[src/rtl/logic_op_pkg.sv]
// Shared types for the stream logic unit.
//   op_e    : base bitwise operation carried in op[1:0]; op[OP_INV_BIT]
//             selects inversion of the final result.
//   state_e : packet-tracking state of the fold engine.
package logic_op_pkg;

    // OP_RSV is the unused base code. It evaluates as AND.
    typedef enum logic [1:0] {
        OP_AND = 2'b00,
        OP_OR  = 2'b01,
        OP_XOR = 2'b10,
        OP_RSV = 2'b11
    } op_e;

    // Bit of the 3-bit op code that inverts the final result.
    localparam int OP_INV_BIT = 2;

    typedef enum logic {
        IDLE  = 1'b0,   // no packet open
        ACCUM = 1'b1    // fold packet open, accumulator live
    } state_e;

endpackage

[src/rtl/logic_op_core.sv]
// Purely combinational WIDTH-bit bitwise operator: z = x op y.
// Inversion is not handled here. The caller applies it once, to the final result.
// Ports:
//   x, y : operands (WIDTH bits)
//   op   : base operation (op_e). OP_RSV behaves as OP_AND.
//   z    : result (WIDTH bits)
module logic_op_core
    import logic_op_pkg::*;
#(
    parameter int WIDTH = 8
) (
    input  logic [WIDTH-1:0] x,
    input  logic [WIDTH-1:0] y,
    input  op_e              op,
    output logic [WIDTH-1:0] z
);

    generate
        for (genvar gi = 0; gi < WIDTH; gi++) begin : g_bit
            assign z[gi] = (op == OP_OR)  ? (x[gi] | y[gi]) :
                           (op == OP_XOR) ? (x[gi] ^ y[gi]) :
                                            (x[gi] & y[gi]);
        end
    endgenerate

endmodule

[src/rtl/stream_logic_unit.sv]
// Registered bitwise logic unit with a valid/ready stream interface.
//   Pair mode (fold=0) : each beat produces inv(in_a op in_b).
//   Fold mode (fold=1) : a packet on in_a, terminated by in_last, produces
//                        inv(a0 op a1 op ... op an).
// Ports:
//   clk, rst            : clock and synchronous active-high reset
//   op[2:0], fold       : operation and mode. Sampled on the first beat of a fold packet.
//   in_valid/in_ready   : input handshake. in_ready = !out_valid || out_ready.
//   in_a, in_b, in_last : operands and packet delimiter
//   out_valid/out_ready : output handshake
//   out_data, out_beats : result and the saturating count of contributing beats
module stream_logic_unit
    import logic_op_pkg::*;
#(
    parameter int WIDTH = 8,
    parameter int CNT_W = 8
) (
    input  logic             clk,
    input  logic             rst,
    input  logic [2:0]       op,
    input  logic             fold,
    input  logic             in_valid,
    output logic             in_ready,
    input  logic [WIDTH-1:0] in_a,
    input  logic [WIDTH-1:0] in_b,
    input  logic             in_last,
    output logic             out_valid,
    input  logic             out_ready,
    output logic [WIDTH-1:0] out_data,
    output logic [CNT_W-1:0] out_beats
);

    state_e             state_reg, state_next;
    logic [WIDTH-1:0]   acc_reg, acc_next;
    logic [CNT_W-1:0]   cnt_reg, cnt_next;
    logic [2:0]         op_reg, op_next;
    logic               out_valid_reg, out_valid_next;
    logic [WIDTH-1:0]   out_data_reg, out_data_next;
    logic [CNT_W-1:0]   out_beats_reg, out_beats_next;

    logic               accept;
    logic               fold_active;
    op_e                core_op;
    logic [WIDTH-1:0]   core_y;
    logic [WIDTH-1:0]   core_z;
    logic [WIDTH-1:0]   inv_mask;
    logic [CNT_W-1:0]   cnt_inc;

    // No skid buffer. A full output register blocks input unless it drains this cycle.
    assign in_ready = !out_valid_reg || out_ready;
    assign accept   = in_valid && in_ready;

    // An open packet means fold mode is in effect. The ACCUM state therefore
    // stands in for a latched fold flag, and only op needs to be held.
    assign fold_active = (state_reg == ACCUM);

    // One operator serves both paths. The second operand is in_b for pair
    // beats and the accumulator for continuing fold beats.
    assign core_op  = fold_active ? op_e'(op_reg[1:0]) : op_e'(op[1:0]);
    assign core_y   = fold_active ? acc_reg : in_b;
    assign inv_mask = {WIDTH{fold_active ? op_reg[OP_INV_BIT] : op[OP_INV_BIT]}};

    // Saturate instead of wrapping, so a long packet reports the maximum count.
    assign cnt_inc = (&cnt_reg) ? cnt_reg : cnt_reg + CNT_W'(1);

    logic_op_core #(
        .WIDTH (WIDTH)
    ) u_core (
        .x  (in_a),
        .y  (core_y),
        .op (core_op),
        .z  (core_z)
    );

    always_comb begin
        state_next     = state_reg;
        acc_next       = acc_reg;
        cnt_next       = cnt_reg;
        op_next        = op_reg;
        out_valid_next = out_valid_reg;
        out_data_next  = out_data_reg;
        out_beats_next = out_beats_reg;

        // A transfer frees the register. A load below in the same cycle re-arms it.
        if (out_valid_reg && out_ready) begin
            out_valid_next = 1'b0;
        end

        if (accept) begin
            case (state_reg)
                IDLE: begin
                    if (!fold) begin
                        out_data_next  = core_z ^ inv_mask;
                        out_beats_next = CNT_W'(1);
                        out_valid_next = 1'b1;
                    end else begin
                        op_next  = op;
                        acc_next = in_a;
                        cnt_next = CNT_W'(1);
                        if (in_last) begin
                            out_data_next  = in_a ^ inv_mask;
                            out_beats_next = CNT_W'(1);
                            out_valid_next = 1'b1;
                        end else begin
                            state_next = ACCUM;
                        end
                    end
                end
                ACCUM: begin
                    acc_next = core_z;
                    cnt_next = cnt_inc;
                    if (in_last) begin
                        out_data_next  = core_z ^ inv_mask;
                        out_beats_next = cnt_inc;
                        out_valid_next = 1'b1;
                        state_next     = IDLE;
                    end
                end
                default: begin
                    state_next = IDLE;
                end
            endcase
        end
    end

    always_ff @(posedge clk) begin
        if (rst) begin
            state_reg     <= IDLE;
            acc_reg       <= '0;
            cnt_reg       <= '0;
            op_reg        <= '0;
            out_valid_reg <= 1'b0;
            out_data_reg  <= '0;
            out_beats_reg <= '0;
        end else begin
            state_reg     <= state_next;
            acc_reg       <= acc_next;
            cnt_reg       <= cnt_next;
            op_reg        <= op_next;
            out_valid_reg <= out_valid_next;
            out_data_reg  <= out_data_next;
            out_beats_reg <= out_beats_next;
        end
    end

    assign out_valid = out_valid_reg;
    assign out_data  = out_data_reg;
    assign out_beats = out_beats_reg;

endmodule

[config.mk]
export PLATFORM = sky130hd
export DESIGN_NAME = stream_logic_unit
export DESIGN_NICKNAME = d
export VERILOG_FILES = /design/src/rtl/logic_op_pkg.sv /design/src/rtl/logic_op_core.sv /design/src/rtl/stream_logic_unit.sv
export SDC_FILE = /design/constraint.sdc
export NUM_CORES = 1
export LEC_CHECK = 0
export ABC_CLOCK_PERIOD_IN_PS = 3000
export BUFFER_PORTS_ARGS = -buffer_cell sky130_fd_sc_hd__buf_2
export CAP_MARGIN = 20
export CORE_MARGIN = 2
export CORE_UTILIZATION = 58
export CTS_BUF_LIST = sky130_fd_sc_hd__clkbuf_16
export CTS_CLUSTER_SIZE = 12
export DETAILED_ROUTE_END_ITERATION = 10
export PLACE_DENSITY = 0.86
export SLEW_MARGIN = 20
export SYNTH_ARGS = -nofsm -noshare
export SYNTH_HDL_FRONTEND = slang
export SYNTH_SLANG_ARGS = --single-unit
[constraint.sdc]
create_clock -name clk -period 3 [get_ports clk]
set_input_delay 0.6 -clock clk [delete_from_list [all_inputs] [get_ports clk]]
set_output_delay 0.6 -clock clk [all_outputs]
set_load 0.05 [all_outputs]
==> results.md, run 1 <==
- Status: complete, no violations
- Clk root buf: clkbuf_16
- Max-cap violation count: 0
- Clock Latency Late Sink: 0.28 ns
- Setup violations, final: 0
- Die area: 0.00566 mm^2
- Initial Util: 61.1%
- Non-filler cells, final: 443
- Hold Vio Cnt, Final: 0
- GRT met1 Usage: 38.9%
- ANT cells: 0
- Post-CTS Resized: 0
- Worst-path clk slew: 0.06 ns
- Site row count: 25
- CTS sink count: 37
- Via count: 2634
- Syn avg cell area: 8.51 um^2
- CP Capture Type: register
- Finished Core Util: 67.3%
- Min-delay worst type: register to register
- WS Path Type: register to register
- Primary FF master, synth: dfxtp_1
- GPL Wtd Cong: 0.844
- Worst Path Buf+Inv: 0
- Least-Margin Pin Slew: 0.854 ns
- Slew HR: 43.1%
- CP Cell Sequence: mux2i_1 -> ha_1 -> or4bb_1 -> o21ai_0 -> o311ai_1 -> mux2i_1 -> nand2_1
- Worst path arrival time: 2.78 ns
- Die height: 75.3 um
- Data required, critical path: 3.17 ns
- Sequential standard cell area: 742 um^2
- Startpoint types: register
- Drt via density: 5.95
- Max Root-Sink Buffers: 2
- Worst path max stage delay: 0.88 ns
- Post-CTS Setup Inserts: 0
- Syn Nets: 388
- P_leak: 1.40 nW
- # fillers: 400
- CP delay by family, top: flip-flops
- Mapped Cells: 346
- Routed wire length per instance: 15.4 um
- Tot Pwr: 1.45 mW
- Overflow after GRT: 0
- DRT Pass-1 Iters: 5
- Post-DRT Antenna Nets: 0
- Post-synth EDFFs: 0
- Cell mode on critical path: mux2i_1
- Commonest cells after routing, fill and taps aside: mux2i_1, nand2_1, buf_2
- Ratio of cells with drive above 1 in the final layout: 18.9%
- Setup TNS: 0 ns
- Period utilization: 86.9%
- GR Util met3: 4.42%
- First-pass GRT wire length: 11.6 mm
- Placed cells: 435
- 1st-iter DRT viols: 209
- Cell area after synthesis: 0.00295 mm^2
- Post-synthesis sequential area ratio: 25.1%
- Largest net degree at the start of global routing: 44
- GR peak layer: met1
- Final Cell Area: 0.00324 mm^2
- RSZ-0062 raised after global routing: no
- Distinct cell type count after synthesis: 56
- Peak supply drop: 0.391 mV
- CP max FO: 43
- Total wire length: 6.82 mm
- CTS Buf Count: 5
- Port bufs: 42
- CTS tree: built
- Initial antenna violation count: 0
- GR Util met2: 38.6%
- Slowest cell on the critical path: dfxtp_2
- Boundary pin count: 43
- Post-synth ARST share: 0%
- Hold_buf cts: 0
- Area grow syn2layout: 10.1%
- Vias in the first global route: 2469
- CTS H-tree depth: 2
- Area after DPL: 0.00310 mm^2
- R2r setup slk: 0.39 ns
- Pwr per Cell Area: 448 mW/mm^2
- DRC Markers: 0
- Number of synthesized register bits: 37
- All-layer global routing usage: 26.4%
- Fmax: 384 MHz
- Max-slew violations: 0
- Area occupied by multi-input gates: 0.00196 mm^2
- Synthesis Warnings: 0
- DP HPWL: 4.73 mm
- Crit path time final: 2.61 ns
- Die Span X: 75.3 um
- # nets final: 417
- Most common cell after layout, fill and taps aside: mux2i_1
- Core Area: 0.00482 mm^2
- Clk_skew: 0.00407 ns
## kinds of logic (layout without fill, tap and decap cells)
| logic type | after synthesis | in the layout | share of synthesized area (%) |
|---|---|---|---|
| AO/OA/AOI/OAI | 67 | 67 | 16.1 |
| flip-flops | 37 | 37 | 25.1 |
| adder cells (fa/ha/maj) | 17 | 17 | 7.22 |
| AND/OR/NAND/NOR | 125 | 125 | 23.9 |
| buffers and inverters | 43 | 73 | 8.28 |
| XOR/XNOR | 2 | 2 | 0.595 |
| multiplexers | 55 | 55 | 18.7 |
## worst register-to-register path: stages, from the launching register on
cell and delay, ns:
dfxtp_2 0.88, mux2i_1 0.36, ha_1 0.31, or4bb_1 0.17, o21ai_0 0.08, o311ai_1 0.40, mux2i_1 0.23, nand2_1 0.06
## through the flow
stage	worst slack [ns]	hold slack, ns
after floorplan	0.706	0.458
final	0.394	0.452
after global routing	0.205	0.485
after CTS	0.405	0.453
after global placement	0.563	0.442
after detailed placement	0.429	0.445
## cells in the mapped netlist, types with 2 or more instances
cell type   n  area share (%)
a21oi_1    13             2.2
nor3b_2     2            0.85
nor3_1      2            0.34
o311ai_1    5             1.5
nand3b_1    7             1.8
a211oi_1   11             2.8
o211ai_1    4             1.0
buf_4       4             1.0
nor2_1     22             2.8
o311ai_2    2             1.1
a31oi_1     3            0.64
mux2i_1    54              18
clkbuf_2    3            0.51
nand4bb_1   6             2.3
inv_1      18             2.3
dfxtp_1    37              25
buf_6       5             1.9
o21ai_1     5            0.85
and3b_1     2            0.59
clkbuf_1    4            0.51
nand4_1     2            0.42
buf_2       8             1.4
a2bb2oi_1   4             1.2
ha_1       17             7.2
o21ai_0    12             2.0
nand2b_1    6             1.3
nand3_1     7             1.2
nand2_1    51             6.5
or2b_2      3            0.89
## report_power, final
part	internal [mW]	leakage [nW]	total, mW	switching, mW
Combinational	0.153	1.03	0.385	0.233
Clock	0.305	0.0693	0.515	0.210
Sequential	0.520	0.303	0.552	0.0316
Total	0.978	1.40	1.45	0.474
## final cells by class
cell class | instances | area share, %
flip-flops and latches | 37 | 22.9
well taps | 67 | 2.58
inverters | 18 | 2.08
multi-input cells | 266 | 60.5
clock inverters | 3 | 0.502
clock buffers | 5 | 3.86
repair buffers | 47 | 7.64
## worst paths after layout
path | depth (start not counted) | endpoint | startpoint
hold / removal | 2 | out_beats[3] | out_beats[3]
setup / recovery | 7 | out_data[0] | fold_active
setup reg to reg | 7 | out_data[0] | fold_active
hold reg to reg | 2 | out_beats[3] | out_beats[3]
## layer usage
metal	wire, um	vias to the layer above	part of all wire [%]
met1	3140	1210	46
met4	99	0	1.5
li1	-	1297	-
met3	581	11	8.5
met5	0	-	0
met2	3000	116	44
Note: power is estimated with default switching activity, not from simulation.
==> inputs of run 2 (changes only) <==
--- a/config.mk
+++ b/config.mk
@@ -5,14 +5,16 @@
 export SDC_FILE = /design/constraint.sdc
 export NUM_CORES = 1
 export LEC_CHECK = 0
+export ABC_AREA = 1
 export ABC_CLOCK_PERIOD_IN_PS = 3000
 export BUFFER_PORTS_ARGS = -buffer_cell sky130_fd_sc_hd__buf_2
 export CAP_MARGIN = 20
 export CORE_MARGIN = 2
-export CORE_UTILIZATION = 58
+export CORE_UTILIZATION = 57
 export CTS_BUF_LIST = sky130_fd_sc_hd__clkbuf_16
 export CTS_CLUSTER_SIZE = 12
 export DETAILED_ROUTE_END_ITERATION = 10
+export GPL_TIMING_DRIVEN = 0
 export PLACE_DENSITY = 0.86
 export SLEW_MARGIN = 20
 export SYNTH_ARGS = -nofsm -noshare
==> results.md, run 2 <==
- CTS tree: built
- Top-area cell type share of the netlist area: 28.3%
- CP Capture Type: register
- Post-CTS Resized: 0
- DP HPWL: 5.09 mm
- Via count: 2958
- Site row count: 24
- Mapped Cells: 408
- GR peak layer: met2
- Post-synth ARST share: 0%
- Post-synth EDFFs: 0
- Die area: 0.00515 mm^2
- CTS Buf Count: 5
- Number of synthesized register bits: 37
- Clk_skew: 0.00374 ns
- Worst Reg-to-Reg Cells: 10
- Die Span X: 71.8 um
- Synth area leaders: dfxtp_1, nand2_1, nand3_1
- Data required, critical path: 3.23 ns
- CP Depth: 10
- Core Area: 0.00438 mm^2
- Clk root buf: clkbuf_16
- Most common cell after layout, fill and taps aside: nand2_1
- Top cell type by total area after synthesis: dfxtp_1
- Port bufs: 42
- Hold Vio Cnt, Final: 0
- GR Util met2: 47.8%
- Most common cell in the netlist: nand2_1
- CP Capture Point: out_data[4]
- CP Cell Sequence: buf_6 -> clkbuf_1 -> o21ai_0 -> ha_1 -> nand3b_1 -> nand3_1 -> nand3_1 -> nand3_1 -> nand2_1 -> nand2_1
- Initial antenna violation count: 0
- Worst path max stage delay: 0.47 ns
- CP max FO: 10
- Clock network power share: 41.2%
- Drt via density: 5.80
- Area grow syn2layout: 17.9%
- Clock Latency Late Sink: 0.28 ns
- Distinct cell type count after synthesis: 25
- GR Util met3: 4.64%
- Cell area after synthesis: 0.00262 mm^2
- Register share of total power: 32.3%
- Die height: 71.8 um
- Final Cell Area: 0.00309 mm^2
- Ratio of cells with drive above 1 in the final layout: 19.2%
- CTS sink count: 37
- Top cells by count, synth: nand2_1, nand3_1, inv_1, dfxtp_1, o21ai_0
- Synthesis Warnings: 0
- Overflow after GRT: 0
- Vias in the first global route: 2562
- Initial Util: 59.7%
- Worst path arrival time: 2.39 ns
- First-pass GRT wire length: 12.1 mm
- Crit path time final: 2.16 ns
- All-layer global routing usage: 30.1%
- Fmax: 462 MHz
- Syn Nets: 450
- Total wire length: 7.54 mm
- ANT cells: 0
- # fillers: 387
- Routed wire length per instance: 14.8 um
- GPL Wtd Cong: 0.936
- Max Root-Sink Buffers: 2
- Cell mode on critical path: nand3_1
- Commonest cells after routing, fill and taps aside: nand2_1, nand3_1, buf_2
- Peak supply drop: 0.365 mV
- R2r setup slk: 0.84 ns
- RSZ-0062 raised after global routing: no
- Int Pwr: 1.15 mW
- Non-filler cells, final: 510
- Power share of the combinational group: 26.5%
- DRC Markers: 0
- CTS H-tree depth: 2
- Pwr per Cell Area: 543 mW/mm^2
- Least-Margin Pin Slew: 0.614 ns
- Worst flop-to-flop path endpoint: out_data[4]
- FF-to-FF Start: fold_active
- Area after DPL: 0.00289 mm^2
- Period utilization: 72.1%
- Worst-path clk slew: 0.06 ns
- Largest net degree at the start of global routing: 14
- Post-CTS Setup Inserts: 0
- Post-DRT Antenna Nets: 0
- Worst Path Buf+Inv: 2
- Primary FF master, synth: dfxtp_1
- Fin Hold WS: 0.447 ns
- 1st-iter DRT viols: 303
- P_leak: 1.54 nW
- Startpoint types: register
- Syn avg cell area: 6.41 um^2
- DRT Pass-1 Iters: 5
- CP startpoint: fold_active
- Max-slew violations: 0
- Setup TNS: 0 ns
- Switching part of the total: 31.5%
- Slew HR: 59.1%
- Boundary pin count: 43
- CP delay by family, top: buffers and inverters
- Max-cap violation count: 0
- Placed cells: 502
- Hold_buf cts: 0
- Setup violations, final: 0
- GRT met1 Usage: 40.8%
- Post-synthesis sequential area ratio: 28.3%
- # nets final: 499
- Slowest cell on the critical path: clkbuf_1
- Status: complete, no violations
- WS Path Type: register to register
- Min-delay worst type: register to register
- Switching power: 528 uW
run 2: worst min-delay path by stage:
stage | slack [ns] | depth (start not counted) | startpoint | end
after global placement | 0.43 | 2 | out_data[3] | out_data[3]
final | 0.45 | 2 | out_data[0] | out_data[0]
after CTS | 0.45 | 2 | out_data[3] | out_data[3]
after detailed placement | 0.43 | 2 | out_data[3] | out_data[3]
after global routing | 0.47 | 2 | out_data[2] | out_data[2]
after floorplan | 0.45 | 2 | cnt_reg[7] | cnt_reg[7]
run 2: layout make-up:
type | instances | area (um^2) | share of cell area (%)
repair buffers | 42 | 210 | 6.81
well taps | 52 | 65.1 | 2.11
plain buffers | 18 | 98.8 | 3.20
flip-flops and latches | 37 | 741 | 24.0
clock buffers | 5 | 125 | 4.06
clock inverters | 3 | 68.8 | 2.23
multi-input cells | 299 | 1570 | 50.9
inverters | 54 | 205 | 6.65
run 2: metrics by stage:
stage / power [mW] / util [%] / worst slack (ns)
finish: 1.68 / 70.4 / 0.837
global route: 1.75 / 70.4 / 0.638
CTS: 1.67 / 70.4 / 0.895
detailed placement: 0.981 / 66.0 / 0.922
global placement: 0.968 / 66.0 / 0.951
floorplan: 0.869 / - / 0.968
run 2: cell families (layout without fill, tap and decap cells):
| family | after synthesis | count (layout) | synth area share, % |
|---|---|---|---|
| AO/OA/AOI/OAI | 75 | 75 | 15.0 |
| adder cells (fa/ha/maj) | 17 | 17 | 8.13 |
| XOR/XNOR | 2 | 2 | 0.670 |
| AND/OR/NAND/NOR | 205 | 205 | 36.3 |
| flip-flops | 37 | 37 | 28.3 |
| buffers and inverters | 72 | 122 | 11.6 |
run 2: worst register-to-register path: stages (launching register included):
cell and delay (ns):
dfxtp_1 0.34, buf_6 0.15, clkbuf_1 0.47, o21ai_0 0.24, ha_1 0.33, nand3b_1 0.17
nand3_1 0.10, nand3_1 0.08, nand3_1 0.10, nand2_1 0.07, nand2_1 0.06
run 2: power groups by stage:
stage	clock network [mW]	logic, mW	registers (mW)
6_report	0.690	0.445	0.541
3_3_place_gp	0	0.418	0.550
3_5_place_dp	0	0.430	0.551
5_1_grt	0.714	0.488	0.544
2_1_floorplan	0	0.273	0.596
4_1_cts	0.693	0.434	0.541
run 2: per-layer routing:
layer,part of all wire [%],wire length (um),vias up
met5,0,0,-
met4,2.2,164,0
met3,9.0,680,15
met2,46,3440,168
met1,43,3260,1352
li1,-,-,1423
==> inputs of run 3 (changes only) <==
--- a/config.mk
+++ b/config.mk
@@ -5,17 +5,17 @@
 export SDC_FILE = /design/constraint.sdc
 export NUM_CORES = 1
 export LEC_CHECK = 0
-export ABC_AREA = 1
-export ABC_CLOCK_PERIOD_IN_PS = 3000
+export ABC_AREA = 0
+export ABC_CLOCK_PERIOD_IN_PS = 1850
 export BUFFER_PORTS_ARGS = -buffer_cell sky130_fd_sc_hd__buf_2
 export CAP_MARGIN = 20
 export CORE_MARGIN = 2
-export CORE_UTILIZATION = 57
+export CORE_UTILIZATION = 52
 export CTS_BUF_LIST = sky130_fd_sc_hd__clkbuf_16
 export CTS_CLUSTER_SIZE = 12
 export DETAILED_ROUTE_END_ITERATION = 10
 export GPL_TIMING_DRIVEN = 0
-export PLACE_DENSITY = 0.86
+export PLACE_DENSITY = 0.82
 export SLEW_MARGIN = 20
 export SYNTH_ARGS = -nofsm -noshare
 export SYNTH_HDL_FRONTEND = slang
==> constraint.sdc (replaced) <==
create_clock -name clk -period 1.85 [get_ports clk]
set_input_delay 0.37 -clock clk [delete_from_list [all_inputs] [get_ports clk]]
set_output_delay 0.37 -clock clk [all_outputs]
set_load 0.05 [all_outputs]
==> results.md, run 3 (synthesis results as in run 1) <==
- Status: finished, violations left
- Violated checks: setup timing
- # fillers: 396
- Final Cell Area: 0.00386 mm^2
- Period utilization: 122%
- Initial antenna violation count: 0
- All-layer global routing usage: 28.2%
- Least-Margin Pin Slew: 0.758 ns
- ANT cells: 0
- Min-delay worst type: input port to register
- GPL Wtd Cong: 0.904
- P_leak: 1.61 nW
- Core Area: 0.00547 mm^2
- Data required, critical path: 2.07 ns
- Worst hold stages: 3
- Die height: 79.3 um
- CTS H-tree depth: 2
- Post-DRT Antenna Nets: 0
- R2r setup slk: -0.41 ns
- Max Root-Sink Buffers: 2
- Crit path time final: 2.26 ns
- Startpoint types: register
- Area grow syn2layout: 31.1%
- Placed cells: 460
- First-pass GRT wire length: 13.8 mm
- Clock Latency Late Sink: 0.29 ns
- WS Path Type: register to register
- Worst-path clk slew: 0.06 ns
- Die area: 0.00628 mm^2
- Area occupied by multi-input gates: 0.00225 mm^2
- Setup violations, final: 15
- Slowest cell on the critical path: dfxtp_4
- CTS tree: built
- Routed wire length per instance: 19.2 um
- Hold Vio Cnt, Final: 0
- Tot Pwr: 2.77 mW
- Site row count: 27
- Commonest cells after routing, fill and taps aside: nand2_1, buf_2, mux2i_1
- Slew HR: 49.5%
- DP HPWL: 5.33 mm
- 1st-iter DRT viols: 343
- DRC Markers: 0
- CTS Buf Count: 5
- Drt via density: 6.16
- Largest net degree at the start of global routing: 14
- Worst path max stage delay: 0.36 ns
- Max-cap violation count: 0
- Clk root buf: clkbuf_16
- DRT Pass-1 Iters: 7
- # nets final: 448
- Worst path arrival time: 2.48 ns
- RSZ-0062 raised after global routing: yes
- Boundary pin count: 43
- Ratio of cells with drive above 1 in the final layout: 34.2%
- Worst Reg-to-Reg Cells: 11
- Non-filler cells, final: 479
- Max-slew violations: 0
- Most common cell after layout, fill and taps aside: nand2_1
- Finished Core Util: 70.6%
- Fin Hold WS: 0.345 ns
- Overflow after GRT: 0
- Via count: 2949
- CP max FO: 8
- Hold_buf cts: 0
- Die Span X: 79.3 um
- Setup WS post-layout: -0.413 ns
- CP Cell Sequence: buf_8 -> buf_12 -> buf_12 -> buf_8 -> mux2i_4 -> ha_4 -> mux2i_1 -> o211ai_1 -> nor4bb_2 -> a41oi_1 -> a21oi_1
- Pwr per Cell Area: 716 mW/mm^2
- CTS sink count: 37
- Total wire length: 9.20 mm
- Fmax: 442 MHz
- CP Capture Type: register
- Port bufs: 42
- Initial Util: 53.8%
- Sequential standard cell area: 747 um^2
- Vias in the first global route: 2772
- Area after DPL: 0.00328 mm^2
- Clk_skew: 0.00484 ns
- Peak supply drop: 0.619 mV
==> run 3: metrics by stage <==
step / worst slack, ns / setup TNS [ns]
after floorplan: -0.243 / -1.54
after global placement: -0.649 / -5.29
after detailed placement: -0.638 / -6.06
after CTS: -0.358 / -2.98
after global routing: -0.520 / -5.27
final: -0.413 / -4.02
==> run 3: path summary, 6_finish.rpt <==
kind | end | start
max | out_data[6] | fold_active
min | op_reg[2] | op[2]
max reg2reg | out_data[6] | fold_active
min reg2reg | out_beats[5] | out_beats[5]
==> run 3: repair_timing <==
action	in CTS	in global routing
endpoints found under the setup margin	18	18
pin swaps	8	12
endpoints found under the hold margin	0	0
cloned	0	0
resized for setup	34	25
setup buffers	6	5
==> run 3: critical path, delay by kind of cell (launching register included) <==
| kind | cells | cell delay, ns |
|---|---|---|
| buf+inv | 4 | 0.51 |
| simple gates | 1 | 0.31 |
| fa+ha+maj | 1 | 0.30 |
| compound gates | 3 | 0.44 |
| mux | 2 | 0.27 |
| flops | 1 | 0.36 |
==> run 3: power by group <==
part           leakage (nW)  total, mW  switching (mW)  internal [mW]
logic                  1.23      0.887           0.507          0.380
clock network        0.0842       1.00           0.363          0.638
registers             0.304      0.879          0.0357          0.843
total                  1.61       2.77           0.906           1.86
==> run 3: routing by layer <==
| layer | track usage, % | share of wire, % |
|---|---|---|
| met2 | 48.2 | 49 |
| met4 | 8.97 | 2.6 |
| met3 | 4.55 | 8.0 |
| met5 | 0 | 0 |
| met1 | 36.4 | 41 |
==> run 3: final cells by class <==
cell class,instances,area share [%]
Buffer,25,5.73
Tap cell,72,2.33
Timing Repair Buffer,53,8.20
Inverter,18,1.75
Sequential cell,37,19.3
Clock inverter,3,1.13
Clock buffer,5,3.24
Multi-Input combinational cell,266,58.3
